`src/rtl/axi_lite_arbiter_if.sv`:
```
// rtl/axi_lite_arbiter_if.sv - AXI4-Lite bundle (32-bit addr/data) with master/slave views
interface axi_lite_if;
    logic [31:0] araddr;
    logic        arvalid;
    logic        arready;
    logic [31:0] rdata;
    logic [1:0]  rresp;
    logic        rvalid;
    logic        rready;
    logic [31:0] awaddr;
    logic        awvalid;
    logic        awready;
    logic [31:0] wdata;
    logic [3:0]  wstrb;
    logic        wvalid;
    logic        wready;
    logic [1:0]  bresp;
    logic        bvalid;
    logic        bready;

    modport master (
        output araddr, arvalid, rready, awaddr, awvalid, wdata, wstrb, wvalid, bready,
        input  arready, rdata, rresp, rvalid, awready, wready, bresp, bvalid
    );

    modport slave (
        input  araddr, arvalid, rready, awaddr, awvalid, wdata, wstrb, wvalid, bready,
        output arready, rdata, rresp, rvalid, awready, wready, bresp, bvalid
    );
endinterface

```
`src/rtl/axi_lite_arbiter.sv`:
```
// rtl/axi_lite_arbiter.sv - two-master AXI4-Lite arbiter, one whole transaction at a time
module axi_lite_arbiter #(
    parameter bit FIXED_PRIO = 1'b0
) (
    input logic         clk,
    input logic         reset,
    axi_lite_if.slave   m0,
    axi_lite_if.slave   m1,
    axi_lite_if.master  s
);
    typedef enum logic [2:0] {IDLE, RD_ADDR, RD_DATA, WR_REQ, WR_RESP} state_t;

    state_t state, state_next;
    logic   grant, grant_next;
    logic   last_grant, last_grant_next;
    logic   aw_done, aw_done_next;
    logic   w_done, w_done_next;

    logic   g_arvalid, g_rready, g_awvalid, g_wvalid, g_bready;
    logic   g_arready, g_rvalid, g_awready, g_wready, g_bvalid;
    logic   s_arvalid, s_rready, s_awvalid, s_wvalid, s_bready;
    logic   req0, req1, pick;

    assign g_arvalid = grant ? m1.arvalid : m0.arvalid;
    assign g_rready  = grant ? m1.rready  : m0.rready;
    assign g_awvalid = grant ? m1.awvalid : m0.awvalid;
    assign g_wvalid  = grant ? m1.wvalid  : m0.wvalid;
    assign g_bready  = grant ? m1.bready  : m0.bready;

    assign req0 = m0.arvalid | m0.awvalid;
    assign req1 = m1.arvalid | m1.awvalid;
    // On a tie round-robin favours whoever did not finish last
    assign pick = (req0 & req1) ? (FIXED_PRIO ? 1'b0 : ~last_grant) : req1;

    always_ff @(posedge clk or posedge reset) begin
        if (reset) begin
            state      <= IDLE;
            grant      <= 1'b0;
            last_grant <= 1'b1;
            aw_done    <= 1'b0;
            w_done     <= 1'b0;
        end else begin
            state      <= state_next;
            grant      <= grant_next;
            last_grant <= last_grant_next;
            aw_done    <= aw_done_next;
            w_done     <= w_done_next;
        end
    end

    always_comb begin
        state_next      = state;
        grant_next      = grant;
        last_grant_next = last_grant;
        aw_done_next    = aw_done;
        w_done_next     = w_done;
        s_arvalid       = 1'b0;
        s_rready        = 1'b0;
        s_awvalid       = 1'b0;
        s_wvalid        = 1'b0;
        s_bready        = 1'b0;
        g_arready       = 1'b0;
        g_rvalid        = 1'b0;
        g_awready       = 1'b0;
        g_wready        = 1'b0;
        g_bvalid        = 1'b0;
        case (state)
            IDLE: begin
                if (req0 | req1) begin
                    grant_next = pick;
                    state_next = (pick ? m1.arvalid : m0.arvalid) ? RD_ADDR : WR_REQ;
                end
            end
            RD_ADDR: begin
                s_arvalid = g_arvalid;
                g_arready = s.arready;
                if (s_arvalid & s.arready)
                    state_next = RD_DATA;
            end
            RD_DATA: begin
                s_rready = g_rready;
                g_rvalid = s.rvalid;
                if (s.rvalid & g_rready) begin
                    state_next      = IDLE;
                    last_grant_next = grant;
                end
            end
            WR_REQ: begin
                // AW and W complete independently; each is masked once accepted
                s_awvalid    = g_awvalid & ~aw_done;
                s_wvalid     = g_wvalid & ~w_done;
                g_awready    = s.awready & ~aw_done;
                g_wready     = s.wready & ~w_done;
                aw_done_next = aw_done | (s_awvalid & s.awready);
                w_done_next  = w_done | (s_wvalid & s.wready);
                if (aw_done_next & w_done_next) begin
                    state_next   = WR_RESP;
                    aw_done_next = 1'b0;
                    w_done_next  = 1'b0;
                end
            end
            WR_RESP: begin
                s_bready = g_bready;
                g_bvalid = s.bvalid;
                if (s.bvalid & g_bready) begin
                    state_next      = IDLE;
                    last_grant_next = grant;
                end
            end
            default: state_next = IDLE;
        endcase
    end

    assign s.araddr  = grant ? m1.araddr : m0.araddr;
    assign s.awaddr  = grant ? m1.awaddr : m0.awaddr;
    assign s.wdata   = grant ? m1.wdata  : m0.wdata;
    assign s.wstrb   = grant ? m1.wstrb  : m0.wstrb;
    assign s.arvalid = s_arvalid;
    assign s.rready  = s_rready;
    assign s.awvalid = s_awvalid;
    assign s.wvalid  = s_wvalid;
    assign s.bready  = s_bready;

    assign m0.arready = g_arready & ~grant;
    assign m0.rvalid  = g_rvalid  & ~grant;
    assign m0.awready = g_awready & ~grant;
    assign m0.wready  = g_wready  & ~grant;
    assign m0.bvalid  = g_bvalid  & ~grant;
    assign m1.arready = g_arready & grant;
    assign m1.rvalid  = g_rvalid  & grant;
    assign m1.awready = g_awready & grant;
    assign m1.wready  = g_wready  & grant;
    assign m1.bvalid  = g_bvalid  & grant;

    assign m0.rdata = s.rdata;
    assign m0.rresp = s.rresp;
    assign m0.bresp = s.bresp;
    assign m1.rdata = s.rdata;
    assign m1.rresp = s.rresp;
    assign m1.bresp = s.bresp;
endmodule

```
`src/flat_wrapper.sv`:
```
// flat-port wrapper written by rule: the top's interface ports become plain ports
module axi_lite_arbiter_flat 
#(
    parameter bit FIXED_PRIO = 1'b0
)
  (clk, reset, m0_araddr, m0_arvalid, m0_rready, m0_awaddr, m0_awvalid, m0_wdata, m0_wstrb, m0_wvalid, m0_bready, m0_arready, m0_rdata, m0_rresp, m0_rvalid, m0_awready, m0_wready, m0_bresp, m0_bvalid, m1_araddr, m1_arvalid, m1_rready, m1_awaddr, m1_awvalid, m1_wdata, m1_wstrb, m1_wvalid, m1_bready, m1_arready, m1_rdata, m1_rresp, m1_rvalid, m1_awready, m1_wready, m1_bresp, m1_bvalid, s_araddr, s_arvalid, s_rready, s_awaddr, s_awvalid, s_wdata, s_wstrb, s_wvalid, s_bready, s_arready, s_rdata, s_rresp, s_rvalid, s_awready, s_wready, s_bresp, s_bvalid);
  axi_lite_if m0_i ();
  axi_lite_if m1_i ();
  axi_lite_if s_i ();
  input logic clk;
  input logic reset;
  input wire logic [$bits(m0_i.araddr)-1:0] m0_araddr;
  input wire logic [$bits(m0_i.arvalid)-1:0] m0_arvalid;
  input wire logic [$bits(m0_i.rready)-1:0] m0_rready;
  input wire logic [$bits(m0_i.awaddr)-1:0] m0_awaddr;
  input wire logic [$bits(m0_i.awvalid)-1:0] m0_awvalid;
  input wire logic [$bits(m0_i.wdata)-1:0] m0_wdata;
  input wire logic [$bits(m0_i.wstrb)-1:0] m0_wstrb;
  input wire logic [$bits(m0_i.wvalid)-1:0] m0_wvalid;
  input wire logic [$bits(m0_i.bready)-1:0] m0_bready;
  output wire logic [$bits(m0_i.arready)-1:0] m0_arready;
  output wire logic [$bits(m0_i.rdata)-1:0] m0_rdata;
  output wire logic [$bits(m0_i.rresp)-1:0] m0_rresp;
  output wire logic [$bits(m0_i.rvalid)-1:0] m0_rvalid;
  output wire logic [$bits(m0_i.awready)-1:0] m0_awready;
  output wire logic [$bits(m0_i.wready)-1:0] m0_wready;
  output wire logic [$bits(m0_i.bresp)-1:0] m0_bresp;
  output wire logic [$bits(m0_i.bvalid)-1:0] m0_bvalid;
  input wire logic [$bits(m1_i.araddr)-1:0] m1_araddr;
  input wire logic [$bits(m1_i.arvalid)-1:0] m1_arvalid;
  input wire logic [$bits(m1_i.rready)-1:0] m1_rready;
  input wire logic [$bits(m1_i.awaddr)-1:0] m1_awaddr;
  input wire logic [$bits(m1_i.awvalid)-1:0] m1_awvalid;
  input wire logic [$bits(m1_i.wdata)-1:0] m1_wdata;
  input wire logic [$bits(m1_i.wstrb)-1:0] m1_wstrb;
  input wire logic [$bits(m1_i.wvalid)-1:0] m1_wvalid;
  input wire logic [$bits(m1_i.bready)-1:0] m1_bready;
  output wire logic [$bits(m1_i.arready)-1:0] m1_arready;
  output wire logic [$bits(m1_i.rdata)-1:0] m1_rdata;
  output wire logic [$bits(m1_i.rresp)-1:0] m1_rresp;
  output wire logic [$bits(m1_i.rvalid)-1:0] m1_rvalid;
  output wire logic [$bits(m1_i.awready)-1:0] m1_awready;
  output wire logic [$bits(m1_i.wready)-1:0] m1_wready;
  output wire logic [$bits(m1_i.bresp)-1:0] m1_bresp;
  output wire logic [$bits(m1_i.bvalid)-1:0] m1_bvalid;
  output wire logic [$bits(s_i.araddr)-1:0] s_araddr;
  output wire logic [$bits(s_i.arvalid)-1:0] s_arvalid;
  output wire logic [$bits(s_i.rready)-1:0] s_rready;
  output wire logic [$bits(s_i.awaddr)-1:0] s_awaddr;
  output wire logic [$bits(s_i.awvalid)-1:0] s_awvalid;
  output wire logic [$bits(s_i.wdata)-1:0] s_wdata;
  output wire logic [$bits(s_i.wstrb)-1:0] s_wstrb;
  output wire logic [$bits(s_i.wvalid)-1:0] s_wvalid;
  output wire logic [$bits(s_i.bready)-1:0] s_bready;
  input wire logic [$bits(s_i.arready)-1:0] s_arready;
  input wire logic [$bits(s_i.rdata)-1:0] s_rdata;
  input wire logic [$bits(s_i.rresp)-1:0] s_rresp;
  input wire logic [$bits(s_i.rvalid)-1:0] s_rvalid;
  input wire logic [$bits(s_i.awready)-1:0] s_awready;
  input wire logic [$bits(s_i.wready)-1:0] s_wready;
  input wire logic [$bits(s_i.bresp)-1:0] s_bresp;
  input wire logic [$bits(s_i.bvalid)-1:0] s_bvalid;
  assign m0_i.araddr = m0_araddr;
  assign m0_i.arvalid = m0_arvalid;
  assign m0_i.rready = m0_rready;
  assign m0_i.awaddr = m0_awaddr;
  assign m0_i.awvalid = m0_awvalid;
  assign m0_i.wdata = m0_wdata;
  assign m0_i.wstrb = m0_wstrb;
  assign m0_i.wvalid = m0_wvalid;
  assign m0_i.bready = m0_bready;
  assign m0_arready = m0_i.arready;
  assign m0_rdata = m0_i.rdata;
  assign m0_rresp = m0_i.rresp;
  assign m0_rvalid = m0_i.rvalid;
  assign m0_awready = m0_i.awready;
  assign m0_wready = m0_i.wready;
  assign m0_bresp = m0_i.bresp;
  assign m0_bvalid = m0_i.bvalid;
  assign m1_i.araddr = m1_araddr;
  assign m1_i.arvalid = m1_arvalid;
  assign m1_i.rready = m1_rready;
  assign m1_i.awaddr = m1_awaddr;
  assign m1_i.awvalid = m1_awvalid;
  assign m1_i.wdata = m1_wdata;
  assign m1_i.wstrb = m1_wstrb;
  assign m1_i.wvalid = m1_wvalid;
  assign m1_i.bready = m1_bready;
  assign m1_arready = m1_i.arready;
  assign m1_rdata = m1_i.rdata;
  assign m1_rresp = m1_i.rresp;
  assign m1_rvalid = m1_i.rvalid;
  assign m1_awready = m1_i.awready;
  assign m1_wready = m1_i.wready;
  assign m1_bresp = m1_i.bresp;
  assign m1_bvalid = m1_i.bvalid;
  assign s_araddr = s_i.araddr;
  assign s_arvalid = s_i.arvalid;
  assign s_rready = s_i.rready;
  assign s_awaddr = s_i.awaddr;
  assign s_awvalid = s_i.awvalid;
  assign s_wdata = s_i.wdata;
  assign s_wstrb = s_i.wstrb;
  assign s_wvalid = s_i.wvalid;
  assign s_bready = s_i.bready;
  assign s_i.arready = s_arready;
  assign s_i.rdata = s_rdata;
  assign s_i.rresp = s_rresp;
  assign s_i.rvalid = s_rvalid;
  assign s_i.awready = s_awready;
  assign s_i.wready = s_wready;
  assign s_i.bresp = s_bresp;
  assign s_i.bvalid = s_bvalid;
  axi_lite_arbiter #(.FIXED_PRIO(FIXED_PRIO)) u_core (.clk(clk), .reset(reset), .m0(m0_i), .m1(m1_i), .s(s_i));
endmodule
```
`config.mk`:
```
export PLATFORM = sky130hd
export DESIGN_NAME = axi_lite_arbiter_flat
export DESIGN_NICKNAME = d
export VERILOG_FILES = /design/src/rtl/axi_lite_arbiter_if.sv /design/src/rtl/axi_lite_arbiter.sv /design/src/flat_wrapper.sv
export SDC_FILE = /design/constraint.sdc
export NUM_CORES = 1
export LEC_CHECK = 0
export BUFFER_PORTS_ARGS = -buffer_cell sky130_fd_sc_hd__buf_2
export CAP_MARGIN = 20
export CORE_AREA = 2 2 171 173
export DETAILED_ROUTE_END_ITERATION = 6
export DIE_AREA = 0 0 173 175
export PLACE_DENSITY = 0.41
export SLEW_MARGIN = 40
export SYNTH_ARGS = -nofsm -noshare
export SYNTH_HDL_FRONTEND = slang
export SYNTH_SLANG_ARGS = --single-unit
```
`constraint.sdc`:
```
create_clock -name clk -period 1.6 [get_ports clk]
set_input_delay 0.08 -clock clk [delete_from_list [all_inputs] [get_ports clk]]
set_output_delay 0.08 -clock clk [all_outputs]
set_load 0.05 [all_outputs]
```
==> results of run 1 <==
## state kept, by name, indices dropped and copies added, names as in the netlist
signal,cells
u_core.state,3
u_core.aw_done,1
u_core.grant,1
u_core.last_grant,1
u_core.w_done,1
## metrics by stage
| step | setup TNS (ns) | utilization | std cells | instance area, um^2 | setup slack [ns] |
|---|---|---|---|---|---|
| global route | -8.95 | 0.175 | 916 | 4980 | -0.151 |
| finish | -3.78 | 0.175 | 916 | 4980 | -0.0932 |
| floorplan | 0 | - | 256 | 2330 | 0.0273 |
| detailed placement | 0 | 0.140 | 895 | 3980 | 0.000542 |
| global placement | -0.0139 | 0.140 | 895 | 3980 | -0.00961 |
| CTS | -9.92 | 0.166 | 909 | 4720 | -0.146 |
## cells by family after synthesis
logic type      after synthesis  share of synthesized area
compound gates               17                     0.0517
flops                         7                     0.0759
simple gates                 39                     0.0915
mux                         106                      0.515
buf+inv                      87                      0.266
## layout make-up
cell class / instances / area (um^2)
Fill cell: 3225 / 23400
Tap cell: 384 / 480
Sequential cell: 7 / 183
Clock buffer: 4 / 78.8
Multi-Input combinational cell: 162 / 1620
Timing Repair Buffer: 357 / 2610
Inverter: 2 / 11.3
## what timing repair did
| action | CTS | global route |
|---|---|---|
| endpoints found under the hold margin | 6 | 0 |
| pin swaps | 1 | 6 |
| buffers inserted | 5 | 5 |
| hold buffers | 1 | 0 |
| cloned | 4 | 3 |
| resized for setup | 152 | 87 |
| endpoints found under the setup margin | 114 | 119 |
## worst paths after layout
check | start | endpoint | slack, ns | cells past startpoint
worst min register to register | u_core.aw_done$_DFFE_PP0P_ | u_core.aw_done$_DFFE_PP0P_ | 0.53 | 1
worst max register to register | u_core.grant$_DFFE_PP0P_ | u_core.state[0]$_DFFE_PP0P_ | -0.09 | 6
worst min-delay path | s_rdata[11] | m0_rdata[11] | 0.16 | 0
worst max-delay path | u_core.grant$_DFFE_PP0P_ | u_core.state[0]$_DFFE_PP0P_ | -0.09 | 6
min in group asynchronous | reset | u_core.grant$_DFFE_PP0P_ | 0.35 | 3
max in group asynchronous | reset | u_core.last_grant$_DFFE_PP1P_ | 0.98 | 3
## cells in the final DEF (no fill, tap or decap), types with 2 or more instances in the layout
| cell type | netlist | final |
|---|---|---|
| a21oi_1 | 5 | 4 |
| and2_1 | 4 | 3 |
| and3_1 | 8 | 6 |
| and3_4 | 0 | 2 |
| buf_12 | 0 | 4 |
| buf_16 | 0 | 5 |
| buf_2 | 11 | 230 |
| buf_4 | 74 | 37 |
| buf_6 | 0 | 74 |
| buf_8 | 0 | 3 |
| clkbuf_16 | 0 | 6 |
| dfrtp_1 | 6 | 3 |
| dfrtp_2 | 0 | 2 |
| mux2_2 | 103 | 93 |
| mux2_4 | 1 | 12 |
| nand2_1 | 7 | 7 |
| nand4b_1 | 2 | 2 |
| nor2_1 | 9 | 3 |
| nor2_2 | 0 | 4 |
| nor2_4 | 0 | 2 |
| o21ai_1 | 2 | 2 |
| o22a_1 | 2 | 2 |
## power by group
| part | internal (mW) | switching (mW) | total, mW |
|---|---|---|---|
| combinational | 3.57 | 4.95 | 8.52 |
| clock | 0.332 | 0.0957 | 0.427 |
| sequential | 0.285 | 0.122 | 0.407 |
| total | 4.19 | 5.17 | 9.36 |
## metal layers
metal  global-route usage  up-vias  part of all wire
li1                     -     1396                 -
met1               0.0975     1331              0.38
met2                0.157      221              0.50
met3               0.0361       16              0.11
met4               0.0117        0             0.011
met5                    0        -                 0
==> summary.md, run 1 <==
| Metric | Value |
|---|---|
| Hold Path Class | `in -> out` |
| Sequential cell area fraction in the yosys report | `0.0759` |
| Crit-path max cell delay | `roughly 0.48 ns` |
| CP arrival | `1.81 ns` |
| Synth Instances | `about 260` |
| Mean post-synth cell area | `9.08 um^2` |
| Port buffer count | `between 300 and 400` |
| Die area | `between 30000 and 40000 um^2` |
| Total power | `9.36 mW` |
| Power density cells | `between 1500 and 2000 nW/um^2` |
| Detailed Routing Iterations Pass 1 | `4` |
| # diodes | `0` |
| DR WL/cell | `roughly 16 um` |
| CP required | `1.72 ns` |
| WP buf/inv | `2` |
| Largest area contributor in the netlist | `mux2_2` |
| Slew HR | `0.759` |
| Post-synth EDFFs | `0` |
| Top-count cell post-synth | `mux2_2` |
| GRT Total Usage | `0.0870` |
| RSZ-0062 raised after global routing | `true` |
| Worst-Skew Late Latency | `roughly 0.23 ns` |
| CP delay by family, top | `compound AO/OA/AOI/OAI gates` |
| Critical path's slowest cell | `dfrtp_4` |
| Syn Std Cell Area | `2320 um^2` |
| WS Path Type | `reg -> reg` |
| Worst Max-Slew Pin Slew | `0.358 ns` |
| Skew final | `0.000305 ns` |
| Fmax | `591 MHz` |
| Seq cells post-synth | `7` |
| Cell variety after synth | `33` |
| Failing checks | `negative setup slack` |
| Via count | `around 3000` |
| Std cell rows | `between 60 and 70` |
| CTS sink cnt | `7` |
| Ys Warns | `0` |
| Ys async rst share | `1.00` |
| Leakage | `roughly 2.5 nW` |
| Leading post-synthesis cells by instance count | `103 x mux2_2, 74 x buf_4, 11 x buf_2` |
| Final setup fails | `89` |
| Clk root buf | `clkbuf_16` |
| Max-Cap Viols | `0` |
| Largest net degree at the start of global routing | `27` |
| Final hold viol count | `0` |
| Initial antenna violation count | `1` |
| GP Congestion | `just under 0.8` |
| Die height | `175 um` |
| Die X | `roughly 170 um` |
| Overflow after GRT | `0` |
| Clock period minus worst slack | `1.69 ns` |
| Layout cells sized above 1 | `0.904` |
| Status | `finished, violations left` |
| Synth top area share | `0.499` |
| TritonCTS buffer count | `3` |
| Post-DP HPWL | `~12 mm` |
| Critical path's most frequent cell | `buf_6` |
| Num ports | `440` |
| Layout Nets | `786` |
| Worst-path cell chain | `buf_6 -> buf_6 -> mux2i_1 -> o221a_1 -> a211o_1 -> a21o_1` |
| DRT iter0 DRCs | `72` |
| Post-route clock period utilization | `1.06` |
| Final Max Slew Viols | `0` |
| Vias per inst | `3.24` |
| Core area | `28400 um^2` |
| Synth area leaders | `mux2_2 50%, buf_4 24%, dfrtp_1 6.5%` |
| Net Count, Synth | `509` |
| DRC Markers | `0` |
| Commonest register cell after synthesis | `dfrtp_1` |
| Hold_ws | `0.160 ns` |
| Crit. End Element | `register` |
| Max clock buf depth | `2` |
| Critical path peak fanout | `4` |
| PnR worst setup slack | `-0.0932 ns` |
| Worst vdd ir | `0.592 mV` |
| Critical path launch point type | `register` |
| CTS tree | `built` |
| Vias in the first global route | `a little over 3000` |
| Routed WL | `14.6 mm` |
| Clk pin slew, worst setup/hold paths | `~0.04 ns` |
| Global-route wire length before repair | `19.7 mm` |
| Antenna-violating nets left | `0` |
| CTS H-Tree Depth | `1` |
| Starting density of the core | `0.0818` |
| Area Growth Syn to Fin | `114%` |
(Power assumes the default switching activity.)
==> run 2, diff against run 1 <==
- CTS_CLUSTER_SIZE: unset -> 40
- RECOVER_POWER: unset -> 50
- REMOVE_ABC_BUFFERS: unset -> 1
==> run 2 against run 1 <==
The run still ends with negative setup slack left; setup slack got worse by 0.029 ns; flip-flop and latch count stayed put; hold slack about the same; clock skew barely moved; register-to-register slack lost 0.02 ns; core utilization about the same; design area hardly changed; sequential share of layout area barely moved; routed wire length rose by 30%; clock power is 2% higher; die area unchanged; critical endpoint is now s_awvalid; largest power group unchanged.
==> summary.md, run 2 (synthesis gave the netlist of run 1 again) <==
| Metric | Value |
|---|---|
| Post-DP HPWL | `16.2 mm (+39%)` |
| Final Max Slew Viols | `0 (unchanged)` |
| Skew final | `0.000421 ns (+0.000116 ns)` |
| Critical path launch point type | `register` |
| Total power | `9.22 mW (-1.5%)` |
| Area Growth Syn to Fin | `114% (about the same)` |
| Final Util | `0.175 (about the same)` |
| Vias per inst | `3.37 (+4.1%)` |
| Hold Path Class | `in -> out` |
| Overflow after GRT | `0 (unchanged)` |
| Max clock buf depth | `2 (unchanged)` |
| CTS H-Tree Depth | `1 (unchanged)` |
| Worst Max-Slew Pin Slew | `0.447 ns (+0.0890 ns)` |
| Worst vdd ir | `0.578 mV (-2.3%)` |
| GRT Total Usage | `0.114 (+0.0268)` |
| Antenna-violating nets left | `0 (unchanged)` |
| Num ports | `440 (unchanged)` |
| Global-route wire length before repair | `24.3 mm (+23%)` |
| Hold Path End | `m0_rdata[0]` |
| Leakage | `2.43 nW (-0.89%)` |
| Crit. End Element | `output pin` |
| Slew HR | `0.700 (-0.0594)` |
| Most flops, register | `u_core.state` |
| Initial antenna violation count | `2 (+1)` |
| CTS tree | `built` |
| Die area | `30300 um^2 (unchanged)` |
| Starting density of the core | `0.0818 (unchanged)` |
| Power density cells | `1850 nW/um^2 (-1.4%)` |
| Hold Startpoint | `s_rdata[0]` |
| Port buffer count | `331 (unchanged)` |
| DRT iter0 DRCs | `48 (-33%)` |
| Core area | `28400 um^2 (unchanged)` |
| Failing checks | `negative setup slack` |
| Max-Cap Viols | `0 (unchanged)` |
| CP required | `1.52 ns (-0.20 ns)` |
| Most frequent cells in the layout | `226 x buf_2, 99 x mux2_2, 66 x buf_6, 47 x buf_4, 7 x buf_8` |
| Std cell rows | `62 (unchanged)` |
| Fillers | `3242 (+0.53%)` |
| Critical path origin | `u_core.grant$_DFFE_PP0P_` |
| Fmax | `581 MHz (-1.7%)` |
| Reg2reg setup slack | `-0.11 ns (-0.02 ns)` |
| Status | `finished, violations left` |
| Post-route clock period utilization | `1.08 (+0.0181)` |
| R2R Path Start | `u_core.grant$_DFFE_PP0P_` |
| DR WL/cell | `20.7 um (+29%)` |
| GP Congestion | `0.910 (+18%)` |
| Final hold viol count | `0 (unchanged)` |
| Clk pin slew, worst setup/hold paths | `0.04 ns (about the same)` |
| Largest net degree at the start of global routing | `26 (-3.7%)` |
| CTS sink cnt | `7 (unchanged)` |
| Reg2reg end | `u_core.state[0]$_DFFE_PP0P_` |
| TritonCTS buffer count | `3 (unchanged)` |
| RSZ-0062 raised after global routing | `true` |
| Most common cell after layout, fill and taps aside | `buf_2` |
| Layout cells sized above 1 | `0.903 (-0.00151)` |
| Detailed Routing Iterations Pass 1 | `4 (unchanged)` |
| Worst-Skew Late Latency | `0.23 ns (about the same)` |
| PnR worst setup slack | `-0.122 ns (-0.0289 ns)` |
| Die X | `173 um (unchanged)` |
| Worst Hold Depth | `0 (unchanged)` |
| Max FFs per register | `3 (unchanged)` |
| Final setup fails | `91 (+2.2%)` |
| Critical path peak fanout | `7 (+3)` |
| Via count | `3098 (+4.5%)` |
| WS Path Type | `reg -> out` |
| DRC Markers | `0 (unchanged)` |
| Die height | `175 um (unchanged)` |
| Clk root buf | `clkbuf_16` |
| Layout Nets | `788 (+0.25%)` |
| Clock period minus worst slack | `1.72 ns (+0.0289 ns)` |
| Routed WL | `19.0 mm (+30%)` |
| Vias in the first global route | `3218 (+3.2%)` |
| R2R depth | `6 (unchanged)` |
| CP arrival | `1.64 ns (-0.17 ns)` |
## run 2: cell count changes in the layout (fill, tap and decap cells not counted), sizes merged
cell / before / now
diode: 0 / 2
buf: 353 / 354
clkbuf: 7 / 8
## run 2: worst max-delay path by stage
stage | end | slack [ns]
after CTS | s_awvalid | -0.12
after floorplan | m1_arready | -2.13
after global placement | u_core.last_grant$_DFFE_PP1P_ | -0.07
after detailed placement | u_core.last_grant$_DFFE_PP1P_ | -0.004
after global routing | u_core.state[0]$_DFFE_PP0P_ | -0.16
final | s_awvalid | -0.12
## run 2: critical path, cell delays in order, from the launching register on
cell	delay, ns
dfrtp_4	0.51
buf_12	0.17
buf_8	0.13
mux2_4	0.31
and2_4	0.15
buf_8	0.14
## run 2: layout make-up
class,count,area (um^2),share of cell area
Timing Repair Buffer,359,2620,0.526
Sequential cell,7,180,0.0362
Clock buffer,4,78.8,0.0158
Tap cell,384,480,0.0966
Antenna cell,2,5.00,0.00101
Multi-Input combinational cell,162,1610,0.323
Inverter,2,11.3,0.00226
## run 2: report_power, final
group	switching, mW	internal (mW)
sequential	0.138	0.280
clock	0.101	0.332
combinational	4.85	3.52
## run 2: metal layers
metal | vias to the layer above | wire (um) | track usage
met5 | - | 277 | 0.0721
met4 | 4 | 187 | 0.0212
li1 | 1404 | - | -
met1 | 1385 | 6010 | 0.101
met3 | 14 | 4000 | 0.112
met2 | 291 | 8520 | 0.179
## run 2: repair_timing
| item | 4_1_cts | 5_1_grt |
|---|---|---|
| pin swaps | 2 | 1 |
| endpoints found under the setup margin | 113 | 119 |
| endpoints found under the hold margin | 6 | 0 |
| setup buffers | 7 | 2 |
| cloned | 2 | 4 |
| gates resized for setup | 190 | 18 |
| hold buffers | 1 | 0 |
## run 2: stage by stage
stage,hold slack [ns],instances,instance area (um^2),TNS [ns],worst slack (ns)
after floorplan,-0.117,171,1710,-207.77,-2.13
after global placement,0.0667,898,4010,-0.0670,-0.0670
after detailed placement,0.0732,898,4010,-0.00449,-0.00449
after CTS,0.161,912,4800,-5.45,-0.123
after global routing,0.160,920,4980,-8.87,-0.164
final,0.160,920,4980,-4.39,-0.122
